### config.mk
export PLATFORM = sky130hd
export DESIGN_NAME = sync_fifo_param
export DESIGN_NICKNAME = d
export VERILOG_FILES = /design/src/rtl/sync_fifo_param.sv
export SDC_FILE = /design/constraint.sdc
export NUM_CORES = 1
export LEC_CHECK = 0
export ABC_CLOCK_PERIOD_IN_PS = 2500
export CORE_MARGIN = 4
export CORE_UTILIZATION = 45
export CTS_CLUSTER_SIZE = 12
export DETAILED_ROUTE_END_ITERATION = 7
export GPL_ROUTABILITY_DRIVEN = 0
export PLACE_DENSITY_LB_ADDON = 0.3
export SKIP_LAST_GASP = 1
export SYNTH_ARGS = -nofsm -noshare
export SYNTH_HDL_FRONTEND = slang
export SYNTH_SLANG_ARGS = --single-unit
### constraint.sdc
create_clock -name clk -period 2.5 [get_ports clk]
set_clock_uncertainty 0.15 [all_clocks]
set_input_delay 0.625 -clock clk [delete_from_list [all_inputs] [get_ports clk]]
set_output_delay 0.625 -clock clk [all_outputs]
set_load 0.01 [all_outputs]
### src/rtl/sync_fifo_param.sv
// Parametrised single-clock FIFO with occupancy flags and sticky error flags.
// FWFT selects between a registered read port and a first-word-fall-through read port.
module sync_fifo_param #(
  parameter int DATA_W   = 8,
  parameter int DEPTH    = 16,
  parameter int AF_LEVEL = 14,
  parameter int AE_LEVEL = 2,
  parameter int FWFT     = 0
) (
  input  logic                       clk,
  input  logic                       rst,
  input  logic                       wr_en,
  input  logic [DATA_W-1:0]          wr_data,
  input  logic                       rd_en,
  output logic [DATA_W-1:0]          rd_data,
  output logic                       rd_valid,
  output logic                       full,
  output logic                       empty,
  output logic                       almost_full,
  output logic                       almost_empty,
  output logic [$clog2(DEPTH):0]     count,
  output logic                       overflow,
  output logic                       underflow,
  input  logic                       clr_err
);

  localparam int AW = $clog2(DEPTH);
  localparam int CW = AW + 1;
  localparam logic [CW-1:0] DEPTH_C = CW'(DEPTH);
  localparam logic [CW-1:0] AF_C    = CW'(AF_LEVEL);
  localparam logic [CW-1:0] AE_C    = CW'(AE_LEVEL);

  logic [DATA_W-1:0] mem_q [DEPTH];
  logic [AW-1:0]     wr_ptr_q, wr_ptr_d;
  logic [AW-1:0]     rd_ptr_q, rd_ptr_d;
  logic [CW-1:0]     count_q, count_d;
  logic              overflow_q, overflow_d;
  logic              underflow_q, underflow_d;
  logic              rd_ok, wr_ok;

  // Handshake: a read is taken when rd_en is high and the FIFO holds a word;
  // a write is taken when wr_en is high and there is room, where a same-cycle
  // accepted read frees the slot. Rejected requests only set the sticky flags.
  assign rd_ok = rd_en && !empty;
  assign wr_ok = wr_en && (!full || rd_ok);

  assign full         = (count_q == DEPTH_C);
  assign empty        = (count_q == '0);
  assign almost_full  = (count_q >= AF_C);
  assign almost_empty = (count_q <= AE_C);
  assign count        = count_q;
  assign overflow     = overflow_q;
  assign underflow    = underflow_q;

  always_comb begin
    wr_ptr_d    = wr_ptr_q;
    rd_ptr_d    = rd_ptr_q;
    count_d     = count_q;
    overflow_d  = overflow_q;
    underflow_d = underflow_q;
    if (wr_ok) wr_ptr_d = wr_ptr_q + AW'(1);
    if (rd_ok) rd_ptr_d = rd_ptr_q + AW'(1);
    if (wr_ok && !rd_ok) count_d = count_q + CW'(1);
    if (rd_ok && !wr_ok) count_d = count_q - CW'(1);
    // Setting wins over clearing so an error in the clear cycle is not lost.
    if (clr_err) begin
      overflow_d  = 1'b0;
      underflow_d = 1'b0;
    end
    if (wr_en && full && !rd_ok) overflow_d  = 1'b1;
    if (rd_en && empty)          underflow_d = 1'b1;
  end

  always_ff @(posedge clk) begin
    if (rst) begin
      wr_ptr_q    <= '0;
      rd_ptr_q    <= '0;
      count_q     <= '0;
      overflow_q  <= 1'b0;
      underflow_q <= 1'b0;
    end else begin
      wr_ptr_q    <= wr_ptr_d;
      rd_ptr_q    <= rd_ptr_d;
      count_q     <= count_d;
      overflow_q  <= overflow_d;
      underflow_q <= underflow_d;
    end
  end

  // Storage is not reset; a write coinciding with reset is dropped.
  always_ff @(posedge clk) begin
    if (!rst && wr_ok) mem_q[wr_ptr_q] <= wr_data;
  end

  generate
    if (FWFT != 0) begin : g_fwft
      assign rd_data  = empty ? '0 : mem_q[rd_ptr_q];
      assign rd_valid = !empty;
    end else begin : g_std
      logic [DATA_W-1:0] rd_data_q, rd_data_d;
      logic              rd_valid_q, rd_valid_d;

      // At full with a same-cycle write, this reads the old word before it is replaced.
      always_comb begin
        rd_data_d  = rd_data_q;
        rd_valid_d = rd_ok;
        if (rd_ok) rd_data_d = mem_q[rd_ptr_q];
      end

      always_ff @(posedge clk) begin
        if (rst) begin
          rd_data_q  <= '0;
          rd_valid_q <= 1'b0;
        end else begin
          rd_data_q  <= rd_data_d;
          rd_valid_q <= rd_valid_d;
        end
      end

      assign rd_data  = rd_data_q;
      assign rd_valid = rd_valid_q;
    end
  endgenerate

endmodule

==> results of run 1 <==
[path summary, 6_finish.rpt]
path,cells after the start,end,start,slack [ns]
max,8,count[3]$_SDFFE_PP0P_,count[3]$_SDFFE_PP0P_,0.06
min,2,overflow$_SDFFE_PP0P_,overflow$_SDFFE_PP0P_,0.37
max reg2reg,8,count[3]$_SDFFE_PP0P_,count[3]$_SDFFE_PP0P_,0.06
min reg2reg,2,overflow$_SDFFE_PP0P_,overflow$_SDFFE_PP0P_,0.37
[cells by family after synthesis]
group,Yosys count,share of synthesized area [%]
adder cells (fa/ha/maj),7,1.43
AND/OR/NAND/NOR,80,6.33
buffers and inverters,27,2.00
AO/OA/AOI/OAI,62,6.86
flip-flops,152,70.6
XOR/XNOR,6,0.858
multiplexers,53,12.0
[power by group]
group | switching, W | internal [W] | total, W
logic | 0.000817 | 0.000809 | 0.00163
registers | 0.0000985 | 0.00289 | 0.00299
clock network | 0.000945 | 0.00159 | 0.00254
[cell usage after synthesis (7+ instances only)]
| library cell | instances | area share (%) |
|---|---|---|
| o22ai_1 | 16 | 1.6 |
| a31oi_1 | 9 | 0.92 |
| a22oi_1 | 10 | 1.2 |
| mux2i_1 | 35 | 5.7 |
| ha_1 | 7 | 1.4 |
| o21ai_0 | 10 | 0.82 |
| dfxtp_1 | 24 | 7.8 |
| mux4_2 | 16 | 5.9 |
| nand2_1 | 8 | 0.49 |
| edfxtp_1 | 128 | 63 |
| clkbuf_1 | 12 | 0.73 |
| nor2_1 | 38 | 2.3 |
[critical path: cells and delay by family (launching register included)]
family,cells,cell delay (ns)
adders and majority gates,1,0.21
and+or+nand+nor,2,0.94
AOI/OAI and AO/OA,2,0.41
buffers and inverters,3,0.33
DFF,1,0.31
[through the flow]
stage	setup WS, ns	total power [W]	setup TNS, ns	std cells
after floorplan	-0.0175	0.00393	-0.0175	387
after global placement	-0.208	0.00458	-0.850	619
after detailed placement	-0.235	0.00462	-1.21	619
after CTS	0.0289	0.00717	0	652
after global routing	0.000854	0.00744	0	653
final	0.0626	0.00716	0	653
[final cells by class]
class	instances	share of cell area [%]
Sequential cell	152	57.1
Multi-Input combinational cell	208	22.5
Timing Repair Buffer	79	9.18
Clock buffer	27	7.20
Tap cell	176	2.91
Clock inverter	5	0.743
Inverter	6	0.330
[timing repair]
item | 4_1_cts | 5_1_grt
endpoints found under the hold margin | 0 | 0
setup endpoints to repair | 3 | 3
resized for setup | 9 | 2
pin swaps | 1 | 1
buffers inserted | 1 | 1
hold buffers | 0 | 0
[metal layers]
layer / track usage, % / share of wire (%) / vias up
li1: - / - / 1666
met1: 23.5 / 45 / 1760
met2: 25.6 / 47 / 103
met3: 4.25 / 5.8 / 22
met4: 7.74 / 2.1 / 0
met5: 0 / 0 / -
[state kept, by name, summed over array words and instances (netlist names)]
signal and cells:
mem_q 128, rd_data 8, count 5, rd_ptr_q 4, wr_ptr_q 4, overflow 1
rd_valid 1, underflow 1
==> results.py, run 1 <==
metrics = {
    "clock_network": {
        "clock_latency_ns": 0.42,
        "cts_root_buf": "clkbuf_16",
        "cts.sinks": 152,
        "clkTransAtPathRegs_ns": 0.06,
        "cts_buffer_depth": 2,
        "cts_tree": "built",
        "h-tree-depth": 4,
        "numCtsBuffers": 17,
    },
    "global_route": {
        "grt_start_max_net_pins": 24,
        "grt_overflow": 0,
        "grt_pass1_wl_um": 20000,
        "grt_pass1_vias": 3580,
        "antenna_found_initial": 0,
        "grtUsageTotal_pct": 17.1,
    },
    "logic_synthesis": {
        "synth_edf_count": 128,
        "synthCells": 387,
        "syn_area_sq_mm": 0.00613,
        "synth_nets": 407,
        "ys_ff_latch": 152,
        "yosysWarnings": 0,
        "synth-seq-area-share_pct": 70.6,
        "synth-main-ff-cell": "edfxtp_1",
        "ys_types": 46,
        "async_reset_ff_share_pct": 0,
        "syn_area_per_cell_sq_um": 15.8,
    },
    "layout": {
        "layout-drive-gt1-share_pct": 22.2,
        "fin_util_pct": 57.0,
        "final_nets": 484,
        "regArea_sq_mm": 0.00433,
        "syn_to_final_growth_pct": 23.6,
        "final_area_sq_mm": 0.00758,
        "final_cell_mix": "128 x edfxtp_1, 44 x buf_4, 36 x nor2_1",
        "diodes": 0,
        "final_common_cell": "edfxtp_1",
        "multi_input_area_sq_mm": 0.00171,
        "fill_cells": 1003,
    },
    "die": {
        "die_height_um": 125,
        "ios": 33,
        "dieArea_sq_mm": 0.0156,
        "coreArea_sq_mm": 0.0133,
        "placementRows": 42,
        "start_util_pct": 46.1,
        "dieWidth_um": 125,
    },
    "sta": {
        "final_hold_viol_count": 0,
        "whs_ns": 0.365,
        "fin_crit_sh_pct": 97.5,
        "fmax_mhz": 410,
        "finalSetupViolCount": 0,
        "period_needed_ns": 2.44,
        "drv_slew": 0,
        "tightest_slew_ns": 0.649,
        "slew_headroom_pct": 56.6,
        "rsz0062_at_grt": "no",
    },
    "drt": {
        "routedWlPerCell_um": 19.7,
        "wl_um": 12800,
        "via_per_inst": 5.44,
        "drc_errors": 0,
        "vias": 3551,
        "drtPass1Iterations": 4,
        "drt_iter0_drc": 380,
        "drtAntennaViolNets": 0,
    },
    "critical_path": {
        "cp_max_fo": 4,
        "cp_slowest_cell": "or4_4",
        "cp.arrival_ns": 2.61,
        "required_ns": 2.68,
        "start_kind": "register",
        "crit_chain": "or4_4, buf_6, o21ai_4, buf_4, inv_4, ha_4, or3_1, a311oi_2",
        "path_class": "reg2reg",
        "cp-end-kind": "register",
        "critPathMaxStageDelay_ns": 0.56,
    },
    "flow_run": {
        "maxCapViolations": 0,
    },
    "place": {
        "place_area_sq_mm": 0.00695,
        "place.detailed.hpwl_um": 8330,
        "port_buffers": 32,
    },
    "pwr": {
        "peakVddDrop_mv": 0.513,
        "power.leakage_nw": 2.51,
        "powerDensity_mw_per_mm2": 945,
    },
    "outcome": {
        "status": "finished clean",
    },
    "min_path": {
        "hold_class": "reg2reg",
    },
}
No activity file was read; power rests on OpenSTA's default activity.
==> run 2, diff against run 1 <==
--- a/config.mk
+++ b/config.mk
@@ -5,6 +5,7 @@
 export SDC_FILE = /design/constraint.sdc
 export NUM_CORES = 1
 export LEC_CHECK = 0
+export ABC_AREA = 1
 export ABC_CLOCK_PERIOD_IN_PS = 2500
 export CORE_MARGIN = 4
 export CORE_UTILIZATION = 45
==> run 2 against run 1 <==
Effect of this change: first-iteration DRC count grew 24%; hold slack got worse by 0.046 ns; cell area shrank 0.56%; non-clock buffer count decreased by 12; via count rose by 20%; combinational power decreased by 12%; register-to-register slack improved by 0.34 ns; die area up 1.4%; utilization decreased by 0.76 points; clock power hardly changed; critical endpoint is now empty.
==> results.py, run 2 <==
metrics = {
    "outcome": {
        "status": "finished clean",
    },
    "logic_synthesis": {
        "yosysWarnings": 0,
        "synth_nets": 548,
        "ys_top_cells_by_area": "edfxtp_1 62%, dfxtp_1 7.7%, nor2_1 6.2%",
        "yosysTopAreaCellShare_pct": 61.8,
        "synthTopCellsByCount": "128 x edfxtp_1, 103 x nor2_1, 73 x o21ai_0, 32 x inv_1, 28 x nand3_1",
        "synth-main-ff-cell": "edfxtp_1",
        "synth-seq-area-share_pct": 69.5,
        "ys_types": 29,
        "ys_ff_latch": 152,
        "syn_area_sq_mm": 0.00622,
        "async_reset_ff_share_pct": 0,
        "yosysMostFrequentCell": "edfxtp_1",
        "synthCells": 528,
        "synth_edf_count": 128,
        "syn_area_per_cell_sq_um": 11.8,
        "yosys.area.top_type": "edfxtp_1",
    },
    "critical_path": {
        "path_buf_inv": 3,
        "worstRegToRegCells": 8,
        "cp.arrival_ns": 1.68,
        "required_ns": 1.73,
        "cp-end-kind": "output port",
        "cp_max_fo": 6,
        "critPathMaxStageDelay_ns": 0.53,
        "crit_chain": "inv_1, nand3_4, inv_1, clkdlybuf4s50_1",
        "cpMostUsedCell": "inv_1",
        "start_kind": "register",
        "crit_cells": 4,
        "cp_slowest_cell": "clkdlybuf4s50_1",
        "cpLargestDelayFamily": "buffers and inverters",
        "path_class": "reg2out",
    },
    "drt": {
        "drtAntennaViolNets": 0,
        "routedWlPerCell_um": 18.7,
        "drc_errors": 0,
        "drtPass1Iterations": 5,
        "wl_um": 14500,
        "drt_iter0_drc": 471,
        "via_per_inst": 5.49,
        "vias": 4260,
    },
    "clock_network": {
        "cts_root_buf": "clkbuf_16",
        "clock_latency_ns": 0.42,
        "cts_hold_buf": 0,
        "h-tree-depth": 4,
        "cts_buffer_depth": 2,
        "clkTransAtPathRegs_ns": 0.06,
        "cts_tree": "built",
        "cts.sinks": 152,
        "numCtsBuffers": 17,
    },
    "global_route": {
        "grtUsageTotal_pct": 19.1,
        "grt_pass1_wl_um": 23000,
        "grt_pass1_vias": 4221,
        "grt_overflow": 0,
        "antenna_found_initial": 0,
        "grt_start_max_net_pins": 34,
    },
    "layout": {
        "final_nets": 607,
        "fill_cells": 1084,
        "final_cell_mix": "128 x edfxtp_1, 102 x nor2_1, 73 x o21ai_0",
        "top_register": "mem_q",
        "syn_to_final_growth_pct": 21.1,
        "final_common_cell": "edfxtp_1",
        "largest_register_ffs": 128,
        "diodes": 0,
        "fin_util_pct": 56.2,
        "regArea_sq_mm": 0.00433,
        "multi_input_area_sq_mm": 0.00167,
        "layout-drive-gt1-share_pct": 13.2,
    },
    "die": {
        "placementRows": 42,
        "dieArea_sq_mm": 0.0158,
        "ios": 33,
        "die_height_um": 126,
        "dieWidth_um": 126,
        "start_util_pct": 46.4,
        "coreArea_sq_mm": 0.0134,
    },
    "min_path": {
        "hold_depth": 2,
        "hold_class": "reg2reg",
    },
    "pwr": {
        "powerDensity_mw_per_mm2": 924,
        "power.leakage_nw": 2.68,
        "peakVddDrop_mv": 0.540,
        "total_power_w": 0.00696,
    },
    "place": {
        "place.detailed.hpwl_um": 9530,
        "port_buffers": 32,
    },
    "sta": {
        "finalSetupViolCount": 0,
        "tightest_slew_ns": 0.792,
        "rsz0062_at_grt": "yes",
        "fmax_mhz": 408,
        "fin_crit_sh_pct": 98.1,
        "slew_headroom_pct": 47.0,
        "drv_slew": 0,
        "period_needed_ns": 2.45,
        "final_hold_viol_count": 0,
    },
    "flow_run": {
        "maxCapViolations": 0,
    },
}
## run 2: cell types whose count changed after synthesis, moves of 7 or more
cell,delta
a21oi_1,+8
inv_1,+27
nor2_1,+65
a31oi_1,-9
nand2_1,+19
a22oi_1,-10
o21ai_0,+63
o221ai_1,+22
mux4_2,-16
nand3_1,+23
o211ai_1,+7
mux2i_1,-35
## run 2: power by group
part / switching (W) / internal [W]
sequential: 0.000103 / 0.00285
clock: 0.000925 / 0.00164
combinational: 0.000900 / 0.000543
## run 2: metal layers
layer | track usage [%] | wire length, um | vias to the layer above | part of all wire (%)
li1 | - | - | 2031 | -
met1 | 26.0 | 6400 | 2059 | 44
met2 | 29.5 | 6880 | 143 | 48
met3 | 4.99 | 861 | 27 | 5.9
met4 | 7.33 | 347 | 0 | 2.4
met5 | 0 | 0 | - | 0
## run 2: kinds of logic after synthesis
kind of cell | count (synthesis) | share of synthesized area [%]
DFF | 152 | 69.5
AOI/OAI and AO/OA | 130 | 12.4
adders and majority gates | 7 | 1.41
buffers and inverters | 62 | 4.00
and+or+nand+nor | 173 | 12.1
xor gates and xnor gates | 4 | 0.563
## run 2: cell type report
| class | instances | area share, % |
|---|---|---|
| clock inverters | 9 | 1.61 |
| inverters | 35 | 1.78 |
| well taps | 176 | 2.92 |
| multi-input cells | 314 | 22.2 |
| clock buffers | 23 | 6.34 |
| repair buffers | 67 | 7.72 |
| flip-flops and latches | 152 | 57.5 |
## run 2: stage by stage
step / setup TNS (ns) / area [sq um] / hold slack, ns / worst slack (ns) / instances
after floorplan: 0 / 6220 / 0.337 / 0.585 / 528
after global placement: -1.29 / 6910 / 0.307 / -0.0418 / 744
after detailed placement: -4.35 / 6910 / 0.315 / -0.114 / 744
after CTS: 0 / 7530 / 0.324 / 0.00645 / 776
after global routing: -0.0298 / 7530 / 0.364 / -0.0298 / 776
final: 0 / 7530 / 0.319 / 0.0476 / 776
## run 2: worst reg2reg max path: stages, from the launching register on
cell      delay [ns]
dfxtp_2         0.56
inv_1           0.12
buf_4           0.25
o21ai_0         0.21
o22ai_1         0.13
o211ai_1        0.25
nand3_1         0.19
nand2_1         0.11
inv_1           0.04
## run 2: final timing paths
kind / start / to / slack, ns
worst max-delay path: count[0]$_SDFFE_PP0P_ / empty / 0.05
worst min-delay path: underflow$_SDFFE_PP0P_ / underflow$_SDFFE_PP0P_ / 0.32
worst max register to register: rd_ptr_q[0]$_SDFFE_PP0N_ / rd_data[1]$_SDFFE_PP0N_ / 0.40
worst min register to register: underflow$_SDFFE_PP0P_ / underflow$_SDFFE_PP0P_ / 0.32
## run 2: timing repair
action / in CTS / in global routing
resized for setup: 6 / 2
buffers inserted: 0 / 0
endpoints found under the setup margin: 2 / 3
pin swaps: 2 / 0
==> run 3, diff against run 2 <==
--- a/config.mk
+++ b/config.mk
@@ -8,7 +8,7 @@
 export ABC_AREA = 1
 export ABC_CLOCK_PERIOD_IN_PS = 2500
 export CORE_MARGIN = 4
-export CORE_UTILIZATION = 45
+export CORE_UTILIZATION = 50
 export CTS_CLUSTER_SIZE = 12
 export DETAILED_ROUTE_END_ITERATION = 7
 export GPL_ROUTABILITY_DRIVEN = 0
==> run 3 against run 2 <==
Effect of this change: setup slack better by 0.028 ns; flip-flop and latch count unchanged; clock-buffer cell count down 2; first-iteration DRC count up 8.5%; clock power about the same; combinational power up 4%; register-to-register slack better by 0.05 ns; routed wire length up 1.9%; sequential share of layout area down 0.088 points; via count up 2.5%; critical path type unchanged; critical endpoint is now almost_empty.
==> results.py, run 3 (same netlist as run 2, synthesis figures left out) <==
metrics = {
    "place": {
        "place_area_sq_mm": 0.00691,
        "place.detailed.hpwl_um": 9210,
        "port_buffers": 32,
    },
    "layout": {
        "final_nets": 609,
        "largest_register_ffs": 128,
        "syn_to_final_growth_pct": 21.2,
        "top_register": "mem_q",
        "layout-drive-gt1-share_pct": 13.5,
        "final_common_cell": "edfxtp_1",
        "final_area_sq_mm": 0.00754,
        "final_cell_mix": "128 x edfxtp_1, 102 x nor2_1, 73 x o21ai_0",
        "diodes": 0,
        "fin_util_pct": 62.2,
    },
    "clock_network": {
        "h-tree-depth": 4,
        "cts_root_buf": "clkbuf_16",
        "cts_buffer_depth": 2,
        "clkTransAtPathRegs_ns": 0.06,
        "cts.sinks": 152,
        "clock_latency_ns": 0.42,
        "cts_tree": "built",
        "numCtsBuffers": 17,
    },
    "drt": {
        "routedWlPerCell_um": 19.2,
        "vias": 4367,
        "wl_um": 14800,
        "drtPass1Iterations": 6,
        "drc_errors": 0,
        "drt_iter0_drc": 511,
        "drtAntennaViolNets": 0,
        "via_per_inst": 5.67,
    },
    "die": {
        "die_height_um": 120,
        "coreArea_sq_mm": 0.0121,
        "start_util_pct": 51.4,
        "placementRows": 40,
        "ios": 33,
        "dieArea_sq_mm": 0.0143,
        "dieWidth_um": 120,
    },
    "global_route": {
        "grtUsageTotal_pct": 21.6,
        "grt_overflow": 0,
        "grt_pass1_wl_um": 23300,
        "grt_pass1_vias": 4233,
        "grt_start_max_net_pins": 66,
        "grtUsageMet2_pct": 34.6,
        "top_usage_layer": "met2",
        "use_met3_pct": 4.38,
        "antenna_found_initial": 0,
        "met1_usage_pct": 29.4,
    },
    "pwr": {
        "powerDensity_mw_per_mm2": 928,
        "sequentialPowerShare_pct": 41.8,
        "p_int_w": 0.00502,
        "swShare_pct": 28.2,
        "p_comb_share_pct": 21.4,
        "clock_power_share_pct": 36.9,
        "p_sw_w": 0.00197,
        "power.leakage_nw": 2.68,
        "peakVddDrop_mv": 0.435,
    },
    "sta": {
        "period_needed_ns": 2.42,
        "fin_crit_sh_pct": 97.0,
        "rsz0062_at_grt": "no",
        "tightest_slew_ns": 0.732,
        "slew_headroom_pct": 51.1,
        "final_hold_viol_count": 0,
        "finalSetupViolCount": 0,
        "drv_slew": 0,
        "fmax_mhz": 413,
    },
    "critical_path": {
        "worstRegToRegCells": 7,
        "cp-end-kind": "output port",
        "crit_start": "count[1]$_SDFFE_PP0P_",
        "cp.arrival_ns": 1.65,
        "path_class": "reg2out",
        "r2r-end": "rd_data[2]$_SDFFE_PP0N_",
        "rr_startpoint": "rd_ptr_q[1]$_SDFFE_PP0N_",
        "required_ns": 1.73,
        "cp_max_fo": 6,
        "regToRegSetupSlack_ns": 0.45,
        "start_kind": "register",
    },
    "min_path": {
        "hold_class": "reg2reg",
        "hold_end": "overflow$_SDFFE_PP0P_",
        "hold_depth": 2,
        "hold_start": "overflow$_SDFFE_PP0P_",
    },
    "flow_run": {
        "maxCapViolations": 0,
    },
    "outcome": {
        "status": "finished clean",
    },
}
## run 3: what timing repair did
item                       in CTS  in global routing
resized for setup               2                  0
hold buffers                    0                  0
buffers inserted                2                  0
setup endpoints to repair       2                  2
pin swaps                       2                  1
## run 3: through the flow
stage	setup TNS (ns)	setup slack, ns	total power, W	cells	hold slack (ns)
after floorplan	0	0.585	0.00382	528	0.337
after global placement	0	0.0117	0.00438	736	0.302
after detailed placement	-0.00249	-0.000695	0.00442	736	0.310
after CTS	0	0.0555	0.00702	770	0.316
after global routing	0	0.00249	0.00729	770	0.334
final	0	0.0759	0.00699	770	0.314
## run 3: final cells by class
class / instances / area (sq um)
clock buffers: 21 / 460
clock inverters: 11 / 148
fillers: 955 / 4570
inverters: 35 / 134
multi-input cells: 314 / 1650
flip-flops and latches: 152 / 4330
well taps: 168 / 210
repair buffers: 69 / 609
## run 3: per-layer routing
| metal | vias up | share of wire [%] |
|---|---|---|
| met5 | - | 0 |
| met4 | 0 | 2.2 |
| met2 | 157 | 49 |
| met3 | 27 | 6.3 |
| li1 | 2034 | - |
| met1 | 2149 | 42 |
## run 3: how the worst max path moves through the flow
stage / end / slack, ns / depth (start not counted)
5_1_grt: empty / 0.002 / 4
3_5_place_dp: mem_q[6][5]$_DFFE_PP_ / -0.0007 / 8
4_1_cts: full / 0.06 / 5
2_1_floorplan: mem_q[3][0]$_DFFE_PP_ / 0.58 / 8
6_report: almost_empty / 0.08 / 4
3_3_place_gp: mem_q[6][0]$_DFFE_PP_ / 0.01 / 8
## run 3: critical path: stages, from the launching register on
cell             delay (ns)
dfxtp_1                0.32
buf_4                  0.16
nand2_1                0.07
and3_1                 0.16
clkdlybuf4s50_1        0.53
## run 3: power by group through the flow
stage          clock network (W)  logic, W  registers (W)
5_1_grt                  0.00272   0.00164        0.00293
4_1_cts                  0.00262   0.00149        0.00292
3_3_place_gp                   0   0.00142        0.00296
2_1_floorplan                  0  0.000822        0.00300
6_report                 0.00258   0.00150        0.00292
3_5_place_dp                   0   0.00145        0.00297
==> RTL change: new RTL, config.mk and constraints of run 3 <==
`DATA_W`: 8 -> 7.
--- a/src/rtl/sync_fifo_param.sv
+++ b/src/rtl/sync_fifo_param.sv
@@ -1,7 +1,7 @@
 // Parametrised single-clock FIFO with occupancy flags and sticky error flags.
 // FWFT selects between a registered read port and a first-word-fall-through read port.
 module sync_fifo_param #(
-  parameter int DATA_W   = 8,
+  parameter int DATA_W   = 7,
   parameter int DEPTH    = 16,
   parameter int AF_LEVEL = 14,
   parameter int AE_LEVEL = 2,
Interface: changed (resized rd_data and wr_data); port bits go from 33 to 31. No check against the original RTL was run, so the function may have changed too.
==> RTL change against run 3 <==
- register-to-register slack gained 0.04 ns
- count of clock-buffer cells in the layout grew 3
- final area shrank 9.9%
- area after synthesis shrank 11%
- total power shrank 9.6%
- routed wire length shrank 9.5%
- setup slack gained 0.029 ns
- sequential cell count shrank 17
- largest power group unchanged
==> RTL change: results (changes against run 3) <==
metric	value	unit	change
status	finished, final reports clean		
filler_cell_count	815		-15%
drive_above_1_share	0.139		+0.00419
first_pass_iters	5		-1
endpoint	full		
postCtsSetupBuffers	0		-2
timing.reg2reg.setup_slack	0.49	ns	+0.04 ns
detail_route.vias_per_cell	5.72		+0.80%
ys_top_cells_by_count	112 x sky130_fd_sc_hd__edfxtp_1, 94 x sky130_fd_sc_hd__nor2_1, 66 x sky130_fd_sc_hd__o21ai_0		
first_global_vias	3957		-6.5%
leakage	2.47	nW	-7.6%
vdd_drop_max	0.591	mV	+36%
number_of_nets_produced_by_synthesis	502		-8.4%
flip_flop_count_of_the_largest_register_all_copies_and_words_added	112		-13%
post_synth_xor_area_fraction	0.00630		+0.000670
compound_gate_fraction_of_synth_area	0.121		-0.00281
place_area	0.00620	mm^2	-10%
netlist_top_cells_area	sky130_fd_sc_hd__edfxtp_1 60%, sky130_fd_sc_hd__dfxtp_1 8.3%, sky130_fd_sc_hd__nor2_1 6.3%, sky130_fd_sc_hd__o21ai_0 5.9%, sky130_fd_sc_hd__o221ai_1 3.3%		
synth_enable_flop_cells	112		-13%
synth_sequential_area_ratio	0.688		-0.00728
slowest_stage	sky130_fd_sc_hd__dfxtp_2		
pin_count_of_the_biggest_net_entering_global_routing	49		-26%
number_of_distinct_standard_cells_referenced_by_the_synthesized_netlist	24		-17%
grt_pass1_wl	21000	um	-9.7%
hpwl	8510	um	-7.6%
worst_slack	0.105	ns	+0.0290 ns
cts_root_buf	sky130_fd_sc_hd__clkbuf_8		
timing.critical_path.slowest_cell_delay	0.36	ns	-0.17 ns
timing.critical_path.arrival	1.62	ns	-0.03 ns
synthAdderAreaFrac	0.0158		+0.00168
final_nets	561		-7.9%
[RTL change: cell count changes after synthesis, sizes merged]
cell,delta
a21oi,-1
buf,-2
clkinv,-1
dfxtp,-1
edfxtp,-16
inv,+1
nor2,-9
o211ai,-2
o21ai,-10
o221ai,-1
o22ai,-3
[RTL change: cells by family after synthesis]
family	after synthesis
adder cells (fa/ha/maj)	7
AND/OR/NAND/NOR	164
AO/OA/AOI/OAI	113
flip-flops	135
buffers and inverters	60
XOR/XNOR	4
[RTL change: cell type report]
class / instances / area share
Clock buffer: 24 / 0.0788
Tap cell: 140 / 0.0258
Sequential cell: 135 / 0.564
Multi-Input combinational cell: 288 / 0.221
Timing Repair Buffer: 65 / 0.0829
Inverter: 35 / 0.0193
Clock inverter: 8 / 0.00829
[RTL change: worst min path at each step]
stage / startpoint / to / cells past startpoint
floorplan: overflow / overflow / 2
global placement: underflow / underflow / 2
detailed placement: underflow / underflow / 2
CTS: underflow / underflow / 2
global route: count[0] / count[0] / 1
finish: underflow / underflow / 2
[RTL change: stage by stage]
stage                     utilization  cells
after global routing            0.627    695
final                           0.627    695
after detailed placement        0.572    663
after global placement          0.572    663
after floorplan                     -    483
after CTS                       0.626    695
[RTL change: timing repair]
item | in CTS | in global routing
cloned | 0 | 0
gates resized for setup | 4 | 3
endpoints found under the setup margin | 4 | 2
hold endpoints to repair | 0 | 0
[RTL change: worst register-to-register path, cell delays in order (launching register included)]
cell and delay, ns:
sky130_fd_sc_hd__dfxtp_2 0.36, sky130_fd_sc_hd__nor2_2 0.13, sky130_fd_sc_hd__nand3_1 0.11, sky130_fd_sc_hd__buf_4 0.17, sky130_fd_sc_hd__nand3_4 0.07, sky130_fd_sc_hd__inv_1 0.06
sky130_fd_sc_hd__ha_1 0.33, sky130_fd_sc_hd__a21oi_1 0.20, sky130_fd_sc_hd__o21ai_0 0.12, sky130_fd_sc_hd__nand2_1 0.07, sky130_fd_sc_hd__nand3_1 0.06, sky130_fd_sc_hd__nand2_1 0.06
sky130_fd_sc_hd__inv_1 0.03
[RTL change: power by group]
group | internal [mW] | switching [mW]
clock | 1.48 | 0.913
sequential | 2.53 | 0.0740
combinational | 0.492 | 0.827
total | 4.51 | 1.81
[RTL change: layer usage]
metal	wire, um	vias up	global-route usage	share of wire
li1	-	1851	-	-
met1	5490	1922	0.285	0.41
met2	6450	176	0.342	0.48
met3	1140	24	0.0568	0.085
met4	272	0	0.0841	0.020
met5	0	-	0	0
